--- config.mk ---
export PLATFORM = sky130hd
export DESIGN_NAME = ram64_fifo_ctrl
export DESIGN_NICKNAME = d
export VERILOG_FILES = /design/src/rtl/ram64_fifo_ctrl.sv
export SDC_FILE = /design/constraint.sdc
export NUM_CORES = 1
export LEC_CHECK = 0
export CORE_AREA = 3 3 102 55
export CTS_CLUSTER_SIZE = 24
export DETAILED_ROUTE_END_ITERATION = 8
export DIE_AREA = 0 0 105 58
export PLACE_DENSITY = 0.78
export SLEW_MARGIN = 10
export SYNTH_ARGS = -nofsm -noshare
export SYNTH_HDL_FRONTEND = slang
export SYNTH_SLANG_ARGS = --single-unit
--- constraint.sdc ---
create_clock -name clk -period 3.35 [get_ports clk]
set_input_delay 0.8375 -clock clk [delete_from_list [all_inputs] [get_ports clk]]
set_output_delay 0.8375 -clock clk [all_outputs]
set_load 0.02 [all_outputs]
--- src/rtl/ram64_fifo_ctrl.sv ---
// ram64_fifo_ctrl: synchronous FIFO controller that uses the 64x16
// single-port RAM64 block as its storage. Producer writes and consumer
// reads share the one RAM port and are granted one operation per cycle,
// with a priority bit that alternates when both sides request together.
// Read data comes back from the RAM one cycle after the read is accepted.
//
// Optional feature: define FIFO_ERR_EN to add the sticky err_ovf/err_udf
// outputs (write while full / read while empty). Without the macro those
// ports and their logic are absent and illegal requests are just ignored.
module ram64_fifo_ctrl #(
    parameter int DW = 16,
    parameter int AW = 6
) (
    input  logic          clk,
    input  logic          rst_n,
    input  logic          wr_en,
    input  logic [DW-1:0] wr_data,
    output logic          wr_ready,
    input  logic          rd_en,
    output logic          rd_ready,
    output logic [DW-1:0] rd_data,
    output logic          rd_valid,
    output logic          full,
    output logic          empty,
    output logic [AW:0]   count,
`ifdef FIFO_ERR_EN
    output logic          err_ovf,
    output logic          err_udf,
`endif
    output logic          mem_e,
    output logic [AW-1:0] mem_addr,
    output logic [DW-1:0] mem_din,
    output logic          mem_w,
    output logic          mem_r,
    input  logic [DW-1:0] mem_dout
);

    localparam logic [AW:0]   DEPTH_CNT = (AW+1)'(1 << AW);
    localparam logic [AW:0]   CNT_ONE   = (AW+1)'(1);
    localparam logic [AW-1:0] PTR_ONE   = AW'(1);

    logic [AW-1:0] wr_ptr;
    logic [AW-1:0] rd_ptr;
    logic          prio;       // 0: writer wins a tie, 1: reader wins a tie
    logic          can_w;
    logic          can_r;
    logic          wr_gnt;
    logic          rd_gnt;
    logic [DW-1:0] rd_data_q;  // last word delivered, held between pulses

    // Flags come straight from the registered count.
    assign full  = (count == DEPTH_CNT);
    assign empty = (count == '0);
    assign can_w = mem_e && !full;
    assign can_r = mem_e && !empty;

    // Grant at most one RAM operation per cycle; ties resolved by prio.
    always_comb begin
        // NOTE: every output of this block is given a default first, so no
        // path through the if-tree can leave one unassigned and infer a latch.
        wr_gnt = 1'b0;
        rd_gnt = 1'b0;
        if (wr_en && rd_en) begin
            if (can_w && can_r) begin
                if (prio) rd_gnt = 1'b1;
                else      wr_gnt = 1'b1;
            end else if (can_w) begin
                wr_gnt = 1'b1;
            end else if (can_r) begin
                rd_gnt = 1'b1;
            end
        end else if (wr_en) begin
            wr_gnt = can_w;
        end else if (rd_en) begin
            rd_gnt = can_r;
        end
    end

    assign wr_ready = wr_gnt;
    assign rd_ready = rd_gnt;

    // Drive the RAM port for the granted operation; idle drives zeros.
    always_comb begin
        mem_w    = 1'b0;
        mem_r    = 1'b0;
        mem_addr = '0;
        mem_din  = '0;
        if (wr_gnt) begin
            mem_w    = 1'b1;
            mem_addr = wr_ptr;
            mem_din  = wr_data;
        end else if (rd_gnt) begin
            mem_r    = 1'b1;
            mem_addr = rd_ptr;
        end
    end

    // RAM enable rises on the first clock after reset release.
    always_ff @(posedge clk or negedge rst_n) begin
        // NOTE: sequential state uses non-blocking assignments so every
        // register samples pre-edge values, independent of block ordering.
        if (!rst_n) mem_e <= 1'b0;
        else        mem_e <= 1'b1;
    end

    // Pointers, occupancy and tie-break priority follow the granted op.
    always_ff @(posedge clk or negedge rst_n) begin
        if (!rst_n) begin
            wr_ptr <= '0;
            rd_ptr <= '0;
            count  <= '0;
            prio   <= 1'b0;
        end else if (wr_gnt) begin
            wr_ptr <= wr_ptr + PTR_ONE;
            count  <= count + CNT_ONE;
            prio   <= 1'b1;
        end else if (rd_gnt) begin
            rd_ptr <= rd_ptr + PTR_ONE;
            count  <= count - CNT_ONE;
            prio   <= 1'b0;
        end
    end

    // Read result tracking: valid pulse one cycle after accept, data held.
    always_ff @(posedge clk or negedge rst_n) begin
        if (!rst_n) begin
            rd_valid  <= 1'b0;
            rd_data_q <= '0;
        end else begin
            rd_valid <= rd_gnt;
            if (rd_valid) rd_data_q <= mem_dout;
        end
    end

    // RAM output passes through while valid, otherwise the last word is held.
    assign rd_data = rd_valid ? mem_dout : rd_data_q;

`ifdef FIFO_ERR_EN
    // Sticky error flags for requests made against a full or empty FIFO.
    always_ff @(posedge clk or negedge rst_n) begin
        if (!rst_n) begin
            err_ovf <= 1'b0;
            err_udf <= 1'b0;
        end else begin
            if (wr_en && full)  err_ovf <= 1'b1;
            if (rd_en && empty) err_udf <= 1'b1;
        end
    end
`endif

endmodule
; Word level (Yosys, flattened, before mapping)
; Index checks and enable logic that the tools add are counted.
[word_totals]
in_bits = 36
reg_bits = 38
wordCells = 45
[classes]
eq_ne = 1
reduce_logical = 9
n_bitwise = 1
muxes = 23
add_sub_neg = 4
[op_table]
columns = operator, count
row1 = 16-bit two-way mux, 2
row2 = 1-bit two-way mux, 17
row3 = 7-bit two-way mux, 2
row4 = 6-bit by 1-bit adder with 6-bit output (second input constant), 2
row5 = 6-bit two-way mux, 2
row6 = 7-bit by 1-bit adder with 7-bit output (second input constant), 1
row7 = 7-bit == test (second input constant), 1
row8 = 7-bit logical NOT, 1
row9 = 7-bit by 1-bit subtractor with 7-bit output (second input constant), 1
row10 = 1-bit logical AND, 4
row11 = 1-bit logical NOT, 2
row12 = 2-bit AND reduction, 1
row13 = 2-bit nonzero test, 1
row14 = 1-bit NOT, 1

; Depth between registers and ports, before layout
[depth]
word_depth = 9
mapped_depth = 12

; Worst setup path before layout
; OpenSTA, ideal clock, no wires.
[synth_path]
path_type = reg-to-reg
from = reg count[0]
to = reg count[6]
required_time_ns = 3.270
path_buffers = 1
synth_period_minus_slack_ns = 3.098
setup_slack_ns = 0.252
t_arrival_ns = 3.018
stages_incl_launch_ff = 12
setup_time_ns = 0.080
path_cell_list = dfrtp_1 > nor4_4 > nand2_1 > a311oi_2 > buf_2 > inv_1 > fa_1 > a211oi_1 > o21bai_1 > a21oi_1 > mux2i_1 > xnor2_1
[synth_between]
elab_chain_cells = 8
elab_cells_between_ends = 22
classes_between = 2 x add/sub / 1 x eq/ne / 12 x mux / 7 x reduce/logical
[synth_lines]
columns = item, line_no
row1 = start: declaration, 25  ; output logic [AW:0] count,
row2 = start signal: assignment, 115  ; count <= count + CNT_ONE;
row3 = start signal: assignment, 119  ; count <= count - CNT_ONE;
row4 = 7-bit logical NOT, 53  ; assign empty = (count == '0);
row5 = 1-bit logical NOT, 55  ; assign can_r = mem_e && !empty;
row6 = 1-bit logical AND, 55
row7 = 1-bit two-way mux, 69  ; end else if (can_r) begin
row8 = 1-bit two-way mux, 67  ; end else if (can_w) begin
row9 = 1-bit two-way mux, 64  ; if (can_w && can_r) begin
row10 = 1-bit two-way mux, 63  ; if (wr_en && rd_en) begin
row11 = 2-bit nonzero test (no line), -
; Several ways; a longest one is shown, not always the timed one. The select of a mux whose other input is x is not followed.
; A chain may end at the register's enable or synchronous reset.

; Final worst setup path
[layout_path]
from = in wr_en
to = out mem_addr[1]
[layout_between]
elab_chain_cells = 4
elab_cells_between_ends = 7
classes_between = 6 x mux / 1 x reduce/logical
[layout_lines]
columns = item, line_no
row1 = start: declaration, 16  ; input logic wr_en,
row2 = 1-bit two-way mux / 1-bit logical AND (equally long branches), "72, 63"
row3 = 1-bit two-way mux, 63
row4 = 6-bit two-way mux, 92  ; end else if (rd_gnt) begin
row5 = 6-bit two-way mux (*), 88  ; if (wr_gnt) begin
row6 = end: declaration, 31  ; output logic [AW-1:0] mem_addr,
; Every way passes the cells marked *; elsewhere a longest branch is shown, timed or not.

==> results.yml <==
sta:
  finalCriticalPeriod_ns: 3.265
  max_freq_mhz: 306.3
  rsz0062_at_grt: "no"
  slew_viol_final: 0
  clock_skew_ns: 0.003790
  hold_violations: 0
  final-setup-viol-count: 0
  final_period_util_pct: 97.46
  slew_headroom_pct: 44.98
  worstMarginPinSlew_ns: 0.8252
power_and_ir_drop:
  finalPower_mw: 2.329
  power.ir.vdd_worst_mv: 0.5046
  power_density_nw_per_um2: 769.8
  total_leakage_power_nw: 1.355
worst_setup_path:
  critical_path.startpoint_type: "primary input"
  cpPeakStageDelay_ns: 0.50
  crit_type: "in -> out"
  critPathMaxFanout: 7
  worst-endpoint-required_ns: 2.51
  timing.critical_path.arrival_ns: 2.43
  worst_path_max_delay_cell: "sky130_fd_sc_hd__clkdlybuf4s50_1"
  cp_cell_sequence: "clkdlybuf4s50_1, nand2b_1, a21oi_2, and4b_2, buf_4, a22o_1, clkdlybuf4s15_1"
  end_kind: "output port"
floorplan:
  die-width_um: 105
  area_enclosed_by_the_die_boundary_um2: 6090
  rows: 18
  die_height_um: 58
  initial_core_util_pct: 40.13
  design.portCount: 89
  coreArea_um2: 4820
yosys:
  ys_top_cells_by_count: "sky130_fd_sc_hd__dfrtp_1 (38), sky130_fd_sc_hd__mux2_2 (23), sky130_fd_sc_hd__and2_1 (16), sky130_fd_sc_hd__xnor2_1 (13), sky130_fd_sc_hd__ha_1 (7)"
  ys_ff_latch: 38
  most_common_flop_cell_mapped_by_yosys: "sky130_fd_sc_hd__dfrtp_1"
  synth_sequential_area_ratio_pct: 49.16
  synthesis.area_um2: 1934
  yosys.cell_types.count: 35
  synthTopCellsByArea: "sky130_fd_sc_hd__dfrtp_1 (49%), sky130_fd_sc_hd__mux2_2 (13%), sky130_fd_sc_hd__xnor2_1 (5.9%)"
  post_synthesis_instance_total: 159
  number_of_synthesized_flops_with_an_enable_pin: 0
  netlist.top_cell.by_area: "sky130_fd_sc_hd__dfrtp_1"
  top_area_cell_type_share_of_the_netlist_area_pct: 49.16
  synth.most_common_cell: "sky130_fd_sc_hd__dfrtp_1"
  yosysWarnings: 0
  avgSynthCellArea_um2: 12.17
  synthArstFlopShare_pct: 100.0
  synth_nets: 203
clock_network:
  clock_insertion_delay_worst_skew_ns: 0.29
  clk_path_buf_depth: 2
  clock_h_tree_levels: 2
  tritoncts: "done"
  clkSlewWorstSetupHoldPaths_ns: 0.08
  root_buffer: "sky130_fd_sc_hd__clkbuf_8"
  clock-sinks: 38
  cts_buffers: 5
detailed_routing:
  detail_route.wirelength_mm: 4.839
  vias_per_cell: 4.701
  dr.pass1.iters: 4
  wl_per_cell_um: 14.75
  final_antenna_net_count: 0
  drc_errors: 0
  num_vias: 1542
  drt-initial-drc-count: 30
global_routing:
  grt_antenna_before_repair: 0
  grt-ovfl-total: 0
  largest_net_degree_at_the_start_of_global_routing: 39
  vias_in_the_first_global_route: 1622
  grt.total_usage_pct: 16.55
  grt_first_pass_wirelength_mm: 8.052
placement:
  place.port_buffers: 88
  global_placement_routability_congestion: 0.8283
  dpl_cell_area_um2: 2914
  dp.final_hpwl_mm: 3.579
layout:
  fin_nets: 301
  fillers: 406
  layout-area-overhead-vs-synth_pct: 56.40
  antenna_cells: 0
  final_layout_size_suffix_gt1_share_pct: 24.81
  design_area_um2: 3025
hold_path:
  worst_hold_path_type: "reg -> reg"
outcome:
  outcome: "finished clean"
flow_run:
  timing.max_cap.violations: 0
[final cells by class]
type | instances | area, um2 | area share (%)
repair buffers | 99 | 893.4 | 29.53
well taps | 70 | 87.58 | 2.895
inverters | 5 | 18.77 | 0.6203
flip-flops and latches | 38 | 950.9 | 31.43
clock inverters | 3 | 68.82 | 2.275
clock buffers | 5 | 68.82 | 2.275
multi-input cells | 108 | 937.1 | 30.98
[placed cells by master (no fill, tap or decap), types with 5 or more instances in the layout]
cell,synthesis,final
sky130_fd_sc_hd__clkdlybuf4s50_1,0,62
sky130_fd_sc_hd__dfrtp_1,38,38
sky130_fd_sc_hd__mux2_2,23,23
sky130_fd_sc_hd__and2_1,16,16
sky130_fd_sc_hd__xnor2_1,13,13
sky130_fd_sc_hd__clkbuf_2,0,13
sky130_fd_sc_hd__buf_4,3,9
sky130_fd_sc_hd__ha_1,7,7
sky130_fd_sc_hd__nand2_1,6,6
sky130_fd_sc_hd__a22o_1,6,6
sky130_fd_sc_hd__inv_1,5,5
sky130_fd_sc_hd__nand4_1,5,5
sky130_fd_sc_hd__clkbuf_8,0,5
sky130_fd_sc_hd__clkdlybuf4s15_1,0,5
sky130_fd_sc_hd__dlygate4sd2_1,0,5
[metrics by stage]
stage / setup WS [ns] / util [%] / hold slack [ns] / std cells / TNS (ns)
6_report: 0.08510 / 62.77 / 0.4997 / 328 / 0
3_3_place_gp: -0.1198 / 60.46 / 0.4782 / 317 / -2.524
4_1_cts: 0.001366 / 63.55 / 0.5011 / 328 / 0
3_5_place_dp: -0.1706 / 60.46 / 0.4864 / 317 / -3.367
5_1_grt: 0.003128 / 62.77 / 0.5161 / 328 / 0
2_1_floorplan: 0.2517 / - / 0.4459 / 159 / 0
[registers in the layout, summed over array words and instances (netlist names)]
signal     count
rd_ptr         6
rd_valid       1
wr_ptr         6
mem_e          1
rd_data_q     16
count          7
prio           1
[logic make-up after synthesis]
kind of cell	after synthesis	synth area share [%]
muxes	24	13.91
other	1	0.1939
DFF	38	49.16
buffers and inverters	13	3.234
AOI/OAI and AO/OA	20	7.890
xor gates and xnor gates	16	7.245
adders and majority gates	8	5.563
and+or+nand+nor	39	12.81
[repair_timing]
item,CTS,global route
pin swaps,1,1
gates cloned,1,0
buffers inserted,2,0
gates resized for setup,37,25
hold buffers,0,0
endpoints found under the setup margin,25,22
[worst max-delay path: cells and delay by family]
kind	cells	cell delay (ns)
AO/OA/AOI/OAI	2	0.30
buffers and inverters	3	0.96
AND/OR/NAND/NOR	2	0.34
[worst paths after layout]
check | from | end | slack [ns] | cells past startpoint
setup / recovery | wr_en | mem_addr[1] | 0.09 | 7
hold / removal | rd_ptr[5] | rd_ptr[5] | 0.50 | 1
hold reg to reg | rd_ptr[5] | rd_ptr[5] | 0.50 | 1
setup reg to reg | count[1] | count[4] | 0.26 | 12
min in group asynchronous | rst_n | count[2] | 0.64 | 1
max in group asynchronous | rst_n | rd_data_q[7] | 2.19 | 1
[routing by layer]
metal / GRT usage [%] / vias up / wire (um)
met5: 0 / - / 0
met4: 5.421 / 0 / 34
met3: 3.893 / 4 / 138
met1: 20.09 / 758 / 2079
met2: 29.72 / 29 / 2587
li1: - / 751 / -
[power by group]
group,switching [mW],total [mW],internal (mW)
sequential,0.177,0.800,0.624
clock,0.171,0.469,0.298
combinational,0.490,1.06,0.569
Power figures use the tool's default switching activity.
